`config.mk`:
```
export PLATFORM = sky130hd
export DESIGN_NAME = adc_capture_ctrl_flat
export DESIGN_NICKNAME = d
export VERILOG_FILES = /design/src/rtl/adc_capture_pkg.sv /design/src/rtl/adc_capture_ctrl_if.sv /design/src/rtl/adc_level_trigger.sv /design/src/rtl/adc_capture_ctrl.sv /design/src/flat_wrapper.sv
export SDC_FILE = /design/constraint.sdc
export NUM_CORES = 1
export LEC_CHECK = 0
export BUFFER_PORTS_ARGS = -buffer_cell sky130_fd_sc_hd__buf_2
export CAP_MARGIN = 10
export CORE_UTILIZATION = 48
export CTS_CLUSTER_DIAMETER = 30
export DETAILED_ROUTE_END_ITERATION = 10
export PLACE_DENSITY = 0.88
export SLEW_MARGIN = 5
export SYNTH_ARGS = -nofsm -noshare
export SYNTH_HDL_FRONTEND = slang
export SYNTH_SLANG_ARGS = --single-unit
```
`constraint.sdc`:
```
create_clock -name clk -period 2.41 [get_ports clk]
set_input_delay 0.241 -clock clk [delete_from_list [all_inputs] [get_ports clk]]
set_output_delay 0.241 -clock clk [all_outputs]
set_load 0.005 [all_outputs]
```
`src/rtl/adc_capture_pkg.sv`:
```
// Shared definitions for the ADC capture sequencer: state encoding and default widths.
package adc_capture_pkg;

  localparam int unsigned DefCountWidth  = 24;
  localparam int unsigned DefSampleWidth = 16;

  typedef enum logic [1:0] {
    StIdle    = 2'd0,
    StArmed   = 2'd1,
    StCapture = 2'd2,
    StDone    = 2'd3
  } cap_state_e;

endpackage

```
`src/rtl/adc_capture_ctrl_if.sv`:
```
// Capture FIFO write port: the sequencer drives write enable and data and observes
// programmable-full.
interface adc_capture_ctrl_if #(
  parameter int unsigned SAMPLE_WIDTH = 16
);

  logic                      fifo_wr_en;
  logic [2*SAMPLE_WIDTH-1:0] fifo_din;
  logic                      fifo_prog_full;

  modport master (
    output fifo_wr_en,
    output fifo_din,
    input  fifo_prog_full
  );

  modport slave (
    input  fifo_wr_en,
    input  fifo_din,
    output fifo_prog_full
  );

endinterface

```
`src/rtl/adc_level_trigger.sv`:
```
// Signed rising-edge threshold detector on channel 1, active only while armed.
// The trigger output is combinational so the crossing sample itself is the first captured.
module adc_level_trigger #(
  parameter int unsigned SAMPLE_WIDTH = 16
) (
  input  logic                           clk_i,
  input  logic                           rst_i,
  input  logic                           armed_i,
  input  logic                           path_ok_i,
  input  logic                           level_trig_en_i,
  input  logic signed [SAMPLE_WIDTH-1:0] threshold_i,
  input  logic signed [SAMPLE_WIDTH-1:0] sample_i,
  output logic                           trig_o
);

  logic signed [SAMPLE_WIDTH-1:0] prev_sample_q, prev_sample_d;
  logic                           prev_valid_q, prev_valid_d;

  always_comb begin
    prev_sample_d = prev_sample_q;
    prev_valid_d  = 1'b0;
    // History only counts while armed; a fresh arm must see one good sample first.
    if (armed_i) begin
      prev_valid_d = prev_valid_q | path_ok_i;
      if (path_ok_i) begin
        prev_sample_d = sample_i;
      end
    end
    trig_o = armed_i & path_ok_i & level_trig_en_i & prev_valid_q &
             (prev_sample_q < threshold_i) & (sample_i >= threshold_i);
  end

  always_ff @(posedge clk_i) begin
    if (rst_i) begin
      prev_sample_q <= '0;
      prev_valid_q  <= 1'b0;
    end else begin
      prev_sample_q <= prev_sample_d;
      prev_valid_q  <= prev_valid_d;
    end
  end

endmodule

```
`src/rtl/adc_capture_ctrl.sv`:
```
// Arm/trigger/capture/done sequencer gating ADC samples into the capture FIFO.
// Runs entirely in the adc_data_clk domain with a one-cycle registered write path.
module adc_capture_ctrl
  import adc_capture_pkg::*;
#(
  parameter int unsigned COUNT_WIDTH  = DefCountWidth,
  parameter int unsigned SAMPLE_WIDTH = DefSampleWidth
) (
  input  logic                    clk,
  input  logic                    reset,
  input  logic                    arm,
  input  logic                    abort,
  input  logic                    sw_trigger,
  input  logic                    level_trig_en,
  input  logic [SAMPLE_WIDTH-1:0] threshold,
  input  logic [COUNT_WIDTH-1:0]  sample_count,
  input  logic                    mmcm_locked,
  input  logic                    idelay_rdy,
  input  logic                    data_valid,
  input  logic [SAMPLE_WIDTH-1:0] adc_data_1,
  input  logic [SAMPLE_WIDTH-1:0] adc_data_2,
  adc_capture_ctrl_if.master      fifo,
  output logic                    busy,
  output logic                    done,
  output logic                    overflow,
  output logic [COUNT_WIDTH-1:0]  captured,
  output logic [COUNT_WIDTH-1:0]  dropped
);

  localparam logic [COUNT_WIDTH-1:0] CountOne = {{(COUNT_WIDTH-1){1'b0}}, 1'b1};
  localparam logic [COUNT_WIDTH-1:0] CountMax = '1;

  cap_state_e                state_q, state_d;
  logic [COUNT_WIDTH-1:0]    target_q, target_d;
  logic [COUNT_WIDTH-1:0]    captured_q, captured_d;
  logic [COUNT_WIDTH-1:0]    dropped_q, dropped_d;
  logic                      done_q, done_d;
  logic                      overflow_q, overflow_d;
  logic                      wr_en_q, wr_en_d;
  logic [2*SAMPLE_WIDTH-1:0] din_q, din_d;

  logic path_ok;
  logic level_trig;
  logic trig_event;
  logic cap_cycle;

  assign path_ok = mmcm_locked & idelay_rdy & data_valid;

  adc_level_trigger #(
    .SAMPLE_WIDTH (SAMPLE_WIDTH)
  ) u_level_trigger (
    .clk_i           (clk),
    .rst_i           (reset),
    .armed_i         (state_q == StArmed),
    .path_ok_i       (path_ok),
    .level_trig_en_i (level_trig_en),
    .threshold_i     (threshold),
    .sample_i        (adc_data_1),
    .trig_o          (level_trig)
  );

  always_comb begin
    state_d    = state_q;
    target_d   = target_q;
    captured_d = captured_q;
    dropped_d  = dropped_q;
    done_d     = done_q;
    overflow_d = overflow_q;
    wr_en_d    = 1'b0;
    din_d      = din_q;

    trig_event = (state_q == StArmed) & path_ok & (sw_trigger | level_trig);
    // The triggering cycle is treated as the first capture cycle.
    cap_cycle  = (state_q == StCapture) | trig_event;

    unique case (state_q)
      StIdle: begin
        if (arm && !abort) begin
          target_d   = sample_count;
          captured_d = '0;
          dropped_d  = '0;
          done_d     = 1'b0;
          overflow_d = 1'b0;
          state_d    = StArmed;
        end
      end
      StArmed, StCapture: begin
        if (abort) begin
          state_d = StIdle;
        end else if (cap_cycle) begin
          state_d = StCapture;
          if (path_ok && !fifo.fifo_prog_full) begin
            wr_en_d    = 1'b1;
            din_d      = {adc_data_1, adc_data_2};
            captured_d = captured_q + CountOne;
            if ((target_q != '0) && (captured_d == target_q)) begin
              state_d = StDone;
              done_d  = 1'b1;
            end
          end else if (path_ok) begin
            overflow_d = 1'b1;
            if (dropped_q != CountMax) begin
              dropped_d = dropped_q + CountOne;
            end
          end
        end
      end
      StDone: begin
        state_d = StIdle;
      end
      default: begin
        state_d = StIdle;
      end
    endcase
  end

  always_ff @(posedge clk) begin
    if (reset) begin
      state_q    <= StIdle;
      target_q   <= '0;
      captured_q <= '0;
      dropped_q  <= '0;
      done_q     <= 1'b0;
      overflow_q <= 1'b0;
      wr_en_q    <= 1'b0;
      din_q      <= '0;
    end else begin
      state_q    <= state_d;
      target_q   <= target_d;
      captured_q <= captured_d;
      dropped_q  <= dropped_d;
      done_q     <= done_d;
      overflow_q <= overflow_d;
      wr_en_q    <= wr_en_d;
      din_q      <= din_d;
    end
  end

  assign fifo.fifo_wr_en = wr_en_q;
  assign fifo.fifo_din   = din_q;
  assign busy            = (state_q == StArmed) || (state_q == StCapture);
  assign done            = done_q;
  assign overflow        = overflow_q;
  assign captured        = captured_q;
  assign dropped         = dropped_q;

endmodule
```
`src/flat_wrapper.sv`:
```
// flat-port wrapper written by rule: the top's interface ports become plain ports
module adc_capture_ctrl_flat import adc_capture_pkg::*;
#(
  parameter int unsigned COUNT_WIDTH  = DefCountWidth,
  parameter int unsigned SAMPLE_WIDTH = DefSampleWidth
)
  (clk, reset, arm, abort, sw_trigger, level_trig_en, threshold, sample_count, mmcm_locked, idelay_rdy, data_valid, adc_data_1, adc_data_2, busy, done, overflow, captured, dropped, fifo_fifo_wr_en, fifo_fifo_din, fifo_fifo_prog_full);
  adc_capture_ctrl_if #(.SAMPLE_WIDTH(SAMPLE_WIDTH)) fifo_i ();
  input  logic clk;
  input  logic reset;
  input  logic arm;
  input  logic abort;
  input  logic sw_trigger;
  input  logic level_trig_en;
  input  logic [SAMPLE_WIDTH-1:0] threshold;
  input  logic [COUNT_WIDTH-1:0] sample_count;
  input  logic mmcm_locked;
  input  logic idelay_rdy;
  input  logic data_valid;
  input  logic [SAMPLE_WIDTH-1:0] adc_data_1;
  input  logic [SAMPLE_WIDTH-1:0] adc_data_2;
  output logic busy;
  output logic done;
  output logic overflow;
  output logic [COUNT_WIDTH-1:0] captured;
  output logic [COUNT_WIDTH-1:0] dropped;
  output wire logic [$bits(fifo_i.fifo_wr_en)-1:0] fifo_fifo_wr_en;
  output wire logic [$bits(fifo_i.fifo_din)-1:0] fifo_fifo_din;
  input wire logic [$bits(fifo_i.fifo_prog_full)-1:0] fifo_fifo_prog_full;
  assign fifo_fifo_wr_en = fifo_i.fifo_wr_en;
  assign fifo_fifo_din = fifo_i.fifo_din;
  assign fifo_i.fifo_prog_full = fifo_fifo_prog_full;
  adc_capture_ctrl #(.COUNT_WIDTH(COUNT_WIDTH), .SAMPLE_WIDTH(SAMPLE_WIDTH)) u_core (.clk(clk), .reset(reset), .arm(arm), .abort(abort), .sw_trigger(sw_trigger), .level_trig_en(level_trig_en), .threshold(threshold), .sample_count(sample_count), .mmcm_locked(mmcm_locked), .idelay_rdy(idelay_rdy), .data_valid(data_valid), .adc_data_1(adc_data_1), .adc_data_2(adc_data_2), .fifo(fifo_i), .busy(busy), .done(done), .overflow(overflow), .captured(captured), .dropped(dropped));
endmodule
```
==> results by group <==
Drt
  • Detailed Routing Iterations Pass 1: 5
  • # DRC: 0
  • Drt first-iter violations: 652
  • Routed Wire Length: 22,100 um
  • Vias: 7,313
  • Wire per inst: 17.7 um
  • Routed Antenna Nets: 0
  • Vias per cell: 5.86

Critical path
  • CP Data Required Time: 2.71 ns
  • Number of cells on the critical path: 10
  • Critical Path Fanout Max: 10
  • Crit-path cells: ha_4, a21o_1, a22o_1, o21ai_2, o211a_1, o211ai_2, or2_4, buf_12, o311ai_2, o31ai_1
  • CP arrival: 2.80 ns
  • Crit-path slowest cell: dfxtp_2
  • CP peak stage delay: 0.35 ns
  • Worst path top cell family by delay: compound AO/OA/AOI/OAI gates
  • CP Capture Type: flip-flop
  • Cell depth of the worst flop-to-flop path: 10
  • WP buf/inv: 1
  • Startpoint types: flip-flop
  • Crit Path Class: flip-flop to flip-flop

Clock network
  • CTS H-tree lvls: 4
  • Root buffer cell: clkbuf_16
  • Total CTS buffers: 17
  • CTS sink count: 126
  • CTS Buffer Depth: 2
  • Clock Pin Slew Worst Setup and Hold Paths: 0.06 ns
  • CTS tree: yes
  • Clk Latency, worst-skew pair: 0.43 ns

Cells and area
  • Nets: 1,174
  • # fillers: 1,017
  • Layout Cells excl Fill: 1,248
  • Register area: 0.00254 mm2
  • Share of layout cells above drive strength 1: 37.2%
  • Layout area overhead: 41.1%
  • Post-route cell area: 0.00976 mm2
  • Multi-input gate area: 0.00455 mm2

GRT
  • GRT overflow: 0
  • Vias in the first global route: 6,837
  • All-layer global routing usage: 28.5%
  • Initial antenna violation count: 1
  • First-pass GRT wire length: 33,100 um
  • Pin count of the biggest net entering global routing: 82

Timing
  • Final Hold Viols: 0
  • Max Clk Rate: 0.400 GHz
  • Setup Viol. Count Final: 38
  • Pins over their slew limit: 0
  • Tcrit/Tclk final: 104%
  • Slew margin rel.: 40.8%
  • RSZ-0062 raised after global routing: yes
  • Fin worst setup slack: -0.0895 ns
  • Clock Skew: 0.0101 ns
  • Final Critical Period: 2.50 ns
  • Worst-Margin Slew: 0.888 ns

Place
  • Placed Cells: 1,199
  • GPL Wtd Cong: 0.878
  • Port bufs: 165
  • Detail Placement HPWL: 14,300 um
  • DP Area: 0.00841 mm2

Logic synthesis
  • Area leader, netlist: dfxtp_1
  • Syn_area_per_cell: 8.50 um2
  • Syn Nets: 932
  • Synth area leaders: dfxtp_1, ha_1, nand2_1
  • Share of the synthesized area in the top cell type: 36.5%
  • Yosys warnings: 0
  • Post-Syn Area: 0.00691 mm2
  • Share of flip-flops with an asynchronous set or reset: 0%
  • Commonest cells in the netlist: dfxtp_1, nand2_1, nor2_1
  • Post-synth EDFFs: 0
  • Cell variety after synth: 73
  • Seq/Total Area, Yosys: 36.5%
  • Top-count cell post-synth: dfxtp_1
  • Post-synthesis cell count: 813
  • Primary FF master, synth: dfxtp_1
  • Register bit total from synthesis: 126

Power
  • P_int: 0.00417 W
  • VDD IR-drop max: 0.000486 V
  • Gate power share: 11.0%
  • Sequential power share: 38.8%
  • Sw Share: 24.6%
  • P_leak: 4.15 nW
  • Sw power: 0.00136 W
  • Pwr dens: 567 mW/mm2
  • Clk pwr share: 50.2%

Worst hold path
  • Worst hold path stage count: 3
  • Hold/Removal Path Class: input pin to flip-flop

Status
  • Status: finished, violations left
  • Violated checks: setup timing

Floorplan
  • Die extent in x: 122 um
  • Number of cell rows: 43
  • Die Footprint: 0.0149 mm2
  • Starting Density: 49.4%
  • Top-level I/O count: 166
  • Area of the core: 0.0140 mm2
  • Die Y: 122 um

Flow run
  • Max-Cap Viols: 0
[per-layer routing]
layer	GRT usage [%]	up-vias	routed length, um
met5	0	-	0
met4	12.3	0	650
met3	7.07	65	1850
met2	47.5	378	10800
met1	34.5	3427	8800
li1	-	3443	-
[per-stage QoR]
stage	setup WS (ns)	util [%]	power (W)	hold WS [ns]	TNS, ns
2_1_floorplan	0.0215	-	0.00248	0.377	0
3_3_place_gp	-0.274	60.1	0.00271	0.442	-14.74
3_5_place_dp	-0.396	60.1	0.00272	0.456	-22.56
4_1_cts	-0.00664	66.2	0.00550	0.0434	-0.0385
5_1_grt	-0.173	69.7	0.00570	0.0528	-5.74
6_report	-0.0895	69.7	0.00553	0.0535	-1.62
[cell families (layout without fill, tap and decap cells)]
group	Yosys count	count (layout)	share of synthesized area (%)
AND/OR/NAND/NOR	306	308	22.8
adder cells (fa/ha/maj)	37	37	6.70
other	0	1	0
XOR/XNOR	38	38	4.81
AO/OA/AOI/OAI	188	188	18.3
multiplexers	38	38	5.54
flip-flops	126	126	36.5
buffers and inverters	80	332	5.37
[state kept, by name, summed over array words and instances (netlist names)]
register and count:
u_core.fifo.fifo_din 32, u_core.captured 24, u_core.dropped 24, u_core.target_q 24, u_core.u_level_trigger.prev_sample_q 16, u_core.state_q 2, u_core.done 1, u_core.fifo.fifo_wr_en 1
u_core.overflow 1, u_core.u_level_trigger.prev_valid_q 1
[what timing repair did]
action | CTS | global route
hold buffers | 0 | 0
setup endpoints to repair | 83 | 80
cloned | 1 | 3
setup buffers | 2 | 11
pin swaps | 9 | 17
gates resized for setup | 48 | 60
[worst min-delay path, cell delays in order]
cell and delay [ns]:
buf_2 0.10, nand2_1 0.04, a21oi_1 0.05
[path summary, 6_finish.rpt]
path                                                                            from                                              endpoint  slack [ns]
worst max-delay path            u_core.u_level_trigger.prev_sample_q[6]$_SDFFE_PP0P_                      u_core.captured[11]$_SDFFE_PP0P_       -0.09
worst min-delay path                                                 sample_count[3]                       u_core.target_q[3]$_SDFFE_PP0P_        0.05
worst max register to register  u_core.u_level_trigger.prev_sample_q[6]$_SDFFE_PP0P_                      u_core.captured[11]$_SDFFE_PP0P_       -0.09
worst min register to register  u_core.u_level_trigger.prev_sample_q[2]$_SDFFE_PP0P_  u_core.u_level_trigger.prev_sample_q[2]$_SDFFE_PP0P_        0.46
[power by group through the flow]
stage | logic, W | clock network (W) | registers (W)
finish | 0.000608 | 0.00278 | 0.00215
global route | 0.000659 | 0.00290 | 0.00215
CTS | 0.000559 | 0.00280 | 0.00214
detailed placement | 0.000531 | 0 | 0.00219
global placement | 0.000517 | 0 | 0.00219
floorplan | 0.000302 | 0 | 0.00218
[area by class of cell]
class	count	area share [%]
timing repair buffer	265	17.1
antenna	1	0.0257
sequential	126	26.0
multi-input combinational	609	46.7
clock inverter	11	1.68
tap	180	2.31
inverter	36	1.39
clock buffer	20	4.78
[placed cells by master, fill, tap and decap left out, types with 4 or more instances in the layout]
cell / n
buf_12: 5
buf_4: 90
a211oi_2: 4
buf_2: 165
a31oi_1: 5
a21oi_1: 55
clkbuf_16: 18
clkinv_2: 4
xor2_1: 13
nand2b_1: 8
nor3_1: 10
o21ai_1: 6
mux2i_1: 35
o211ai_1: 4
dfxtp_1: 117
ha_1: 29
nor4_1: 9
and3_1: 12
nand3_1: 26
nand4_1: 19
dfxtp_2: 7
o21ai_0: 24
inv_1: 35
xnor2_1: 24
nor2_1: 57
nor3_2: 5
ha_4: 8
o311ai_2: 16
or2_2: 4
buf_6: 4
bufinv_16: 4
o31ai_1: 29
nand2_1: 107
nor4_2: 4
nor2b_1: 5
No activity file was read; power rests on OpenSTA's default activity.
